$ cat src/rtl/bus_arbiter8_if.sv
// Handshake bundle between the eight requesters and the round-robin arbiter.
// The arbiter takes the slave side; the requester side is the master.
interface bus_arbiter8_if;
    logic [7:0] req;
    logic       done;
    logic [7:0] gnt_n;
    logic [2:0] sel;
    logic       busy;
    logic       timeout;

    modport master (
        output req,
        output done,
        input  gnt_n,
        input  sel,
        input  busy,
        input  timeout
    );

    modport slave (
        input  req,
        input  done,
        output gnt_n,
        output sel,
        output busy,
        output timeout
    );
endinterface

$ cat src/rtl/bus_arbiter8.sv
// Eight-way round-robin arbiter with active-low one-hot grant, hold limit
// and a single dead cycle between consecutive grants.
module bus_arbiter8 #(
    parameter int MAX_HOLD = 16
) (
    input  logic           clk,
    input  logic           reset,
    bus_arbiter8_if.slave  bus
);

    localparam int HW = (MAX_HOLD > 1) ? $clog2(MAX_HOLD) : 1;
    localparam logic [HW-1:0] HMAX = HW'(MAX_HOLD - 1);

    typedef enum logic [1:0] {
        IDLE    = 2'd0,
        GRANT   = 2'd1,
        RELEASE = 2'd2
    } state_t;

    state_t          state;
    state_t          state_d;
    logic [7:0]      gnt_n_q;
    logic [7:0]      gnt_n_d;
    logic [2:0]      sel_q;
    logic [2:0]      sel_d;
    logic            busy_q;
    logic            busy_d;
    logic            timeout_q;
    logic            timeout_d;
    logic [2:0]      ptr;
    logic [2:0]      ptr_d;
    logic [HW-1:0]   hcnt;
    logic [HW-1:0]   hcnt_d;

    logic            win_ok;
    logic [2:0]      win;
    logic [2:0]      idx;

    // First requester at or after the pointer, wrapping mod 8.
    always_comb begin
        win_ok = 1'b0;
        win    = ptr;
        idx    = ptr;
        for (int k = 0; k < 8; k++) begin
            idx = ptr + 3'(k);
            if (!win_ok && bus.req[idx]) begin
                win_ok = 1'b1;
                win    = idx;
            end
        end
    end

    always_comb begin
        state_d   = state;
        gnt_n_d   = gnt_n_q;
        sel_d     = sel_q;
        busy_d    = 1'b0;
        timeout_d = 1'b0;
        ptr_d     = ptr;
        hcnt_d    = hcnt;

        unique case (state)
            IDLE, RELEASE: begin
                if (win_ok) begin
                    state_d = GRANT;
                    sel_d   = win;
                    gnt_n_d = ~(8'b1 << win);
                    ptr_d   = win + 3'd1;
                    hcnt_d  = '0;
                    busy_d  = 1'b1;
                end else begin
                    state_d = IDLE;
                    gnt_n_d = 8'hFF;
                end
            end
            GRANT: begin
                // An owner release always wins over the hold limit.
                if (bus.done || !bus.req[sel_q]) begin
                    state_d = RELEASE;
                    gnt_n_d = 8'hFF;
                end else if (hcnt == HMAX) begin
                    state_d   = RELEASE;
                    gnt_n_d   = 8'hFF;
                    timeout_d = 1'b1;
                end else begin
                    busy_d = 1'b1;
                    hcnt_d = hcnt + 1'b1;
                end
            end
            default: begin
                state_d = IDLE;
                gnt_n_d = 8'hFF;
            end
        endcase
    end

    always_ff @(posedge clk) begin
        if (reset) begin
            state     <= IDLE;
            gnt_n_q   <= 8'hFF;
            sel_q     <= 3'd0;
            busy_q    <= 1'b0;
            timeout_q <= 1'b0;
            ptr       <= 3'd0;
            hcnt      <= '0;
        end else begin
            state     <= state_d;
            gnt_n_q   <= gnt_n_d;
            sel_q     <= sel_d;
            busy_q    <= busy_d;
            timeout_q <= timeout_d;
            ptr       <= ptr_d;
            hcnt      <= hcnt_d;
        end
    end

    assign bus.gnt_n   = gnt_n_q;
    assign bus.sel     = sel_q;
    assign bus.busy    = busy_q;
    assign bus.timeout = timeout_q;

endmodule

$ cat src/flat_wrapper.sv
// flat-port wrapper written by rule: the top's interface ports become plain ports
module bus_arbiter8_flat 
#(
    parameter int MAX_HOLD = 16
)
  (clk, reset, bus_req, bus_done, bus_gnt_n, bus_sel, bus_busy, bus_timeout);
  bus_arbiter8_if bus_i ();
  input  logic clk;
  input  logic reset;
  input wire logic [$bits(bus_i.req)-1:0] bus_req;
  input wire logic [$bits(bus_i.done)-1:0] bus_done;
  output wire logic [$bits(bus_i.gnt_n)-1:0] bus_gnt_n;
  output wire logic [$bits(bus_i.sel)-1:0] bus_sel;
  output wire logic [$bits(bus_i.busy)-1:0] bus_busy;
  output wire logic [$bits(bus_i.timeout)-1:0] bus_timeout;
  assign bus_i.req = bus_req;
  assign bus_i.done = bus_done;
  assign bus_gnt_n = bus_i.gnt_n;
  assign bus_sel = bus_i.sel;
  assign bus_busy = bus_i.busy;
  assign bus_timeout = bus_i.timeout;
  bus_arbiter8 #(.MAX_HOLD(MAX_HOLD)) u_core (.clk(clk), .reset(reset), .bus(bus_i));
endmodule
$ cat config.mk
export PLATFORM = sky130hd
export DESIGN_NAME = bus_arbiter8_flat
export DESIGN_NICKNAME = d
export VERILOG_FILES = /design/src/rtl/bus_arbiter8_if.sv /design/src/rtl/bus_arbiter8.sv /design/src/flat_wrapper.sv
export SDC_FILE = /design/constraint.sdc
export NUM_CORES = 1
export LEC_CHECK = 0
export ABC_CLOCK_PERIOD_IN_PS = 5600
export CAP_MARGIN = 0
export CORE_ASPECT_RATIO = 1.1
export CORE_MARGIN = 2
export CORE_UTILIZATION = 30
export CTS_BUF_LIST = sky130_fd_sc_hd__clkbuf_16
export CTS_CLUSTER_DIAMETER = 150
export DETAILED_ROUTE_END_ITERATION = 12
export PLACE_DENSITY = 0.53
export RECOVER_POWER = 50
export SLEW_MARGIN = 20
export SYNTH_ARGS = -nofsm -noshare
export SYNTH_HDL_FRONTEND = slang
export SYNTH_SLANG_ARGS = --single-unit
$ cat constraint.sdc
create_clock -name clk -period 5.6 [get_ports clk]
set_input_delay 1.12 -clock clk [delete_from_list [all_inputs] [get_ports clk]]
set_output_delay 1.12 -clock clk [all_outputs]
set_load 0.05 [all_outputs]
==> qor.txt, run 1 <==
first-pass GRT wire length: 8080 um
total iterations of the first detailed-routing run: 4
cell area after synthesis: 0.00200 mm2
I/O pins: 24
fin nets: 246
worst-path fanout max: 20
Initial Utilization: 30.6%
GPL Wtd Cong: 0.822
die area: 0.00733 mm2
Hold Buf Count CTS: 0
WL met2: 2320 um
largest net degree at the start of global routing: 24
clk root buf: clkbuf_16
asr flop ratio synth: 0%
max-cap violations: 0
min Tclk post-route: 4710 ps
post-CTS setup buffer count: 0
Syn-to-layout area delta: 17.9%
Clock Path Buffers: 2
hold_ws: 490 ps
final hold violations: 0
YS warnings: 0
Post-Syn Instances: 212
Area contributors post-synth: dfxtp_1 22%, mux4_2 17%, mux2i_1 5.5%, ha_1 3.8%, a21oi_1 3.5%
area leader, netlist: dfxtp_1
xor and xnor area share after synthesis: 3.13%
crit path DAT: 4860 ps
Worst Path Required: 5750 ps
syn avg cell area: 9.42 um2
Rel. slew slack: 44.9%
DP Wirelength: 3470 um
Worst-Skew Late Latency: 250 ps
Post-Synth Simple-Gate Area: 20.2%
outcome: completed
slowest CP cell: dfxtp_1
grt ovf: 0
Antenna Nets Post-Route: 0
Setup Total Neg Slack: 0 ps
mux cell area share after synthesis: 25.5%
vias in the first global route: 1586
startpoint types: register
Worst Tran Pin Value: 824 ps
hold crit path type: register to register
crit path kind: register to register
antenna cells: 0
unrepaired setup endpoints after global routing: no
Post-synth EDFFs: 0
Seq/Total Area, Yosys: 22.1%
chip height: 89.6 um
Post-route DRC: 0
CTS tree: done
syn nets: 229
f_max: 0.212 GHz
largest family of logic cells by synthesized area: multiplexers
Yosys cell types: 55
maximum VDD drop: 246 uV
Synth top area share: 22.1%
cell area power density: 616 mW/mm2
Std-Cell Rows: 31
Slew Limit Fails: 0
post_cts resized: 0
GRT Total Usage: 13.9%
PortBufs: 23
Post-synth top flop: dfxtp_1
Largest stage delay, worst path: 850 ps
layout cells sized above 1: 14.0%
initial antenna violation count: 0
CTS buffer count: 3
final setup fails: 0
area of the core: 0.00652 mm2
Leak: 0.000840 uW
commonest non-fill, non-tap cell in the layout: dfxtp_1
adder-cell area share of the yosys netlist: 3.76%
final worst-path cycle share: 84.1%
Synth Area in Compound Gates: 18.7%
H-tree level count: 1
Vias/cell: 5.57
1st-iter DRT viols: 125
average wire per standard cell: 15.4 um
Worst setup EP type: register
DRT met1 WL: 2260 um
Layout Skew: 1.87 ps
CTS sink count: 22
total wire length: 4770 um
Worst path top cell family by delay: adder cells
Buf/Inv on CP: 1
clock-pin slew on the worst setup and hold paths: 60 ps
most frequent cells in the layout: 22 x dfxtp_1, 16 x nand2_1, 15 x mux4_2, 15 x dlygate4sd3_1, 14 x a21oi_1
die width: 81.8 um
Vias: 1726
#FFs+latches synth: 22
wire length on met3: 158 um
CP Cell Sequence: inv_1, ha_1, mux2i_1, mux2i_1, o221ai_2, and4_4, or3b_1, a211oi_4, ha_1, a41oi_1, or2_1
top routing layer used: met4
[cell type report]
cell class                 count  area [um2]
fill                         690        4160
multi-input combinational    166        1420
sequential                    22         440
timing repair buffer          25         241
tap                           82         103
clock buffer                   3        75.1
inverter                      11        41.3
clock inverter                 1        30.0
[through the flow]
stage               cells  worst slack, ps  util [%]  power (uW)  area (um2)
floorplan             212             2090         -        1070        2000
global placement      306             1140      34.6        1270        2250
detailed placement    306             1050      34.6        1260        2250
CTS                   310             1020      36.2        1470        2360
global route          310              440      36.1        1570        2350
finish                310              888      36.1        1450        2350
[per-layer routing]
layer	GRT usage, %	vias up
met5	0	-
met4	2.58	0
met3	2.00	4
met2	23.1	31
met1	19.4	845
li1	-	846
[flip-flops by register name (all words and copies together), names as in the netlist]
| register | cells |
|---|---|
| u_core.bus.gnt_n | 8 |
| u_core.bus.sel | 3 |
| u_core.bus.timeout | 1 |
| u_core.hcnt | 4 |
| u_core.state | 2 |
| u_core.ptr | 3 |
| u_core.bus.busy | 1 |
[where the power goes]
part | total, uW | switching [uW] | internal (uW)
Combinational | 1000 | 587 | 416
Sequential | 248 | 53.9 | 194
Clock | 199 | 57.2 | 142
Total | 1450 | 698 | 752
[worst reg2reg max path: stages, from the launching register on]
cell and delay, ps:
dfxtp_1 850, inv_1 380, ha_1 830, mux2i_1 330, mux2i_1 120, o221ai_2 400, and4_4 340, or3b_1 400
a211oi_4 390, ha_1 240, a41oi_1 100, or2_1 230
[cells by family after synthesis]
group / count (synthesis)
mux: 30
buf+inv: 24
simple gates: 76
compound gates: 49
fa+ha+maj: 6
flops: 22
xor+xnor: 5
[Yosys cell counts (2+ instances only)]
cell and n:
a21o_1 4, nand2b_1 4, nor2b_1 2, inv_1 9, a211o_1 2, nand2_1 16, buf_4 3, buf_6 4
nor2_1 13, a22oi_1 2, nand4_1 5, nor3_1 6, nand3_1 10, a21oi_1 14, buf_2 2, or2_1 2
mux2i_2 2, dfxtp_1 22, or3b_1 2, a211oi_1 5, mux2i_1 11, a41oi_1 2, o2111ai_1 2, nand3b_1 2
o21bai_1 2, a31oi_1 4, and3_1 5, and2_1 2, clkbuf_1 4, xor2_1 3, inv_2 2, or3_1 2
ha_1 6, mux4_2 15
[final timing paths]
path                      from             endpoint  slack (ps)  cells past startpoint
min reg2reg  u_core.bus.sel[2]    u_core.bus.sel[2]         490                      2
max              u_core.ptr[0]  u_core.bus.gnt_n[5]         890                     11
min          u_core.bus.sel[2]    u_core.bus.sel[2]         490                      2
max reg2reg      u_core.ptr[0]  u_core.bus.gnt_n[5]         890                     11
Note: power is estimated with default switching activity, not from simulation.
==> run 2: changes to the inputs <==
ABC_CLOCK_PERIOD_IN_PS = 4230   (was 5600)
PLACE_DENSITY = 0.55   (was 0.53)
clock period = 4.23 ns   (was 5.6 ns; I/O delays follow)
==> qor.txt, run 2 (synthesis gave the netlist of run 1 again) <==
Worst setup EP type: register
final instance area: 0.00241 mm2
worst-path fanout max: 9
H-tree level count: 1
final worst-path cycle share: 90.4%
max reg flops: 8
Post-route DRC: 0
Vias/cell: 5.41
layout cells sized above 1: 17.0%
PortBufs: 23
first-pass GRT wire length: 8250 um
final cell count without fillers: 317
Worst-Skew Late Latency: 260 ps
Layout Skew: 2.26 ps
min Tclk post-route: 3830 ps
Final Util: 36.9%
initial antenna violation count: 0
Syn-to-layout area delta: 20.5%
cell area power density: 829 mW/mm2
Post-DP Area: 0.00230 mm2
GRT Total Usage: 14.3%
DP Wirelength: 3700 um
commonest non-fill, non-tap cell in the layout: dfxtp_1
Antenna Nets Post-Route: 0
outcome: completed
Leak: 0.000874 uW
max-cap violations: 0
GPL Wtd Cong: 0.826
grt ovf: 0
I/O pins: 24
1st-iter DRT viols: 78
Inst Count DP: 313
Slew Limit Fails: 0
crit path DAT: 3970 ps
CTS sink count: 22
clock-pin slew on the worst setup and hold paths: 60 ps
hold crit path type: register to register
CTS tree: done
f_max: 0.261 GHz
total iterations of the first detailed-routing run: 4
largest net degree at the start of global routing: 24
clk root buf: clkbuf_16
Clock Path Buffers: 2
maximum VDD drop: 383 uV
CTS buffer count: 3
unrepaired setup endpoints after global routing: no
average wire per standard cell: 15.6 um
vias in the first global route: 1638
Rel. slew slack: 47.3%
antenna cells: 0
post-CTS setup buffer count: 0
Std-Cell Rows: 31
most frequent cells in the layout: 22 x dfxtp_1, 16 x nand2_1, 15 x mux4_2
area of the core: 0.00652 mm2
Initial Utilization: 30.6%
crit path kind: input pin to register
Hold Buf Count CTS: 0
die area: 0.00733 mm2
chip height: 89.6 um
post_cts resized: 0
final setup fails: 0
total wire length: 4950 um
startpoint types: input pin
fin nets: 253
final hold violations: 0
Worst Path Required: 4380 ps
Vias: 1715
Worst Tran Pin Value: 788 ps
Setup Total Neg Slack: 0 ps
die width: 81.8 um
==> run 2: cell types whose count changed in the layout (fill, tap and decap cells not counted), sizes merged <==
cell           before  now
clkdlybuf4s50       8    9
buf                 1    8
dlygate4sd3        15   14
==> run 2: cell type report <==
class | instances | area [um2]
clock buffer | 3 | 75.1
clock inverter | 1 | 30.0
fill | 677 | 4110
inverter | 11 | 41.3
multi-input combinational | 166 | 1420
sequential | 22 | 440
tap | 82 | 103
timing repair buffer | 32 | 294
==> run 2: power breakdown <==
part | total (uW) | internal [uW] | switching, uW
logic | 1430 | 606 | 822
clock network | 266 | 188 | 78.4
registers | 301 | 257 | 44.0
==> run 2: worst paths after layout <==
kind,start,to,slack [ps],cells past startpoint
worst max register to register,u_core.ptr[0],u_core.bus.gnt_n[5],630,12
worst min register to register,u_core.hcnt[1],u_core.hcnt[1],500,2
worst min-delay path,u_core.hcnt[1],u_core.hcnt[1],500,2
worst max-delay path,bus_req[7],u_core.bus.gnt_n[5],400,10
==> run 2: layer usage <==
layer,wire [um],GRT usage (%),vias up
li1,-,-,860
met1,2400,19.9,824
met2,2330,23.5,25
met3,121,1.90,6
met4,96,3.79,0
met5,0,0,-
==> run 2: metrics by stage <==
step                      total power [uW]  hold slack (ps)  worst slack [ps]
after floorplan                       1420              465               745
after global placement                1740              482               250
after detailed placement              1750              489               218
after CTS                             2020              498               487
after global routing                  2160              518               147
final                                 2000              498               404
==> run 2: critical path, stage by stage <==
cell and delay [ps]:
dlygate4sd3_1 670, mux4_2 570, nor2b_1 160, a22o_2 220
and4_4 260, or3b_1 390, a211oi_4 330, ha_1 230
a41oi_1 90, or2_1 210
==> run 3: changes to the inputs <==
CAP_MARGIN = unset   (was 0)
==> results of run 3 <==
No change in the layout: final DEF, timing and power equal those of run 2.
==> edit: new RTL, flow settings as in run 3 <==
`MAX_HOLD` is set to 16 in 2 places; all go to 8.
--- a/src/rtl/bus_arbiter8.sv
+++ b/src/rtl/bus_arbiter8.sv
@@ -1,7 +1,7 @@
 // Eight-way round-robin arbiter with active-low one-hot grant, hold limit
 // and a single dead cycle between consecutive grants.
 module bus_arbiter8 #(
-    parameter int MAX_HOLD = 16
+    parameter int MAX_HOLD = 8
 ) (
     input  logic           clk,
     input  logic           reset,
--- a/src/flat_wrapper.sv
+++ b/src/flat_wrapper.sv
@@ -1,7 +1,7 @@
 // flat-port wrapper written by rule: the top's interface ports become plain ports
 module bus_arbiter8_flat 
 #(
-    parameter int MAX_HOLD = 16
+    parameter int MAX_HOLD = 8
 )
   (clk, reset, bus_req, bus_done, bus_gnt_n, bus_sel, bus_busy, bus_timeout);
   bus_arbiter8_if bus_i ();
Function: changed (a bounded check fails within 10 cycles, from zero or initial values and one cycle with reset high).
==> edit against run 3 <==
- hold slack better by 1.9 ps
- first-iteration DRC count up 13%
- count of clock-buffer cells in the layout is the same
- routed wire length is 3.1% lower
- sequential cell count decreased by 1
- cell area increased by 2.8%
- synthesized cell count is 1.4% lower
- total power up 2.1%
- setup slack worse by 38 ps
- fmax is 0.97% lower
- synthesized area grew 3.0%
==> edit: results (changes against run 3) <==
| Metric | Value |
|---|---|
| Crit path time final | 3860 ps (+37.5 ps) |
| Crit path max fanout | 7 (-2) |
| Wire per inst | 15.0 um (-3.7%) |
| Worst Hold Endpoint | u_core.hcnt[2] |
| Post-synthesis mux area share | 27.1% (+1.6 points) |
| Via Count | 1701 (-0.82%) |
| Sequential cell area | 420 um2 (-4.5%) |
| Clock group total power | 0.000203 W (-24%) |
| CP startpoint | bus_req[6] |
| Worst R2R Setup Slack | 380 ps (-250 ps) |
| Tot Pwr | 0.00204 W (+2.1%) |
| Dpl cells | 315 (+0.64%) |
| FF-to-FF path depth | 11 (-1) |
| Min-delay src | u_core.hcnt[2] |
| Synth Area in Compound Gates | 20.1% (+1.5 points) |
| Post-synth cell types | 49 (-11%) |
| Placed instance area | 2400 um2 (+4.2%) |
| Nets | 259 (+2.4%) |
| Post-synthesis xor/xnor area fraction | 2.13% (-1.0 points) |
| Largest net degree at the start of global routing | 27 (+13%) |
| Worst vdd ir | 422 uV (+10%) |
| Run status | complete, no violations |
| Post-synth net total | 230 (+0.44%) |
| Critical Path End | u_core.ptr[2] |
| First-pass GRT wire length | 8190 um (-0.75%) |
| HPWL after detailed placement | 3740 um (+1.0%) |
-- edit: worst max-delay path, cell delays in order --
cell and delay, ps:
dlygate4sd3_1 630, mux4_1 620, nor2b_1 190, a22oi_1 110, buf_4 160, nor4b_4 330
and2_1 240, a31oi_1 130, ha_1 230, ha_1 300, mux2i_1 140, nor2_1 60
-- edit: routing by layer --
metal | wire length (um) | global-route usage (%) | part of all wire, % | vias to the layer above
met5 | 0 | 0 | 0 | -
met3 | 138 | 1.37 | 2.9 | 4
met2 | 2460 | 24.1 | 51 | 29
met1 | 2140 | 16.2 | 45 | 815
met4 | 55 | 3.69 | 1.1 | 0
li1 | - | - | - | 853
-- edit: layout make-up --
type                    count  share of cell area (%)
well taps                  82                    4.15
inverters                   8                    1.21
multi-input cells         170                    61.8
flip-flops and latches     21                    17.0
clock inverters             1                   0.202
repair buffers             34                    12.6
clock buffers               3                    3.03
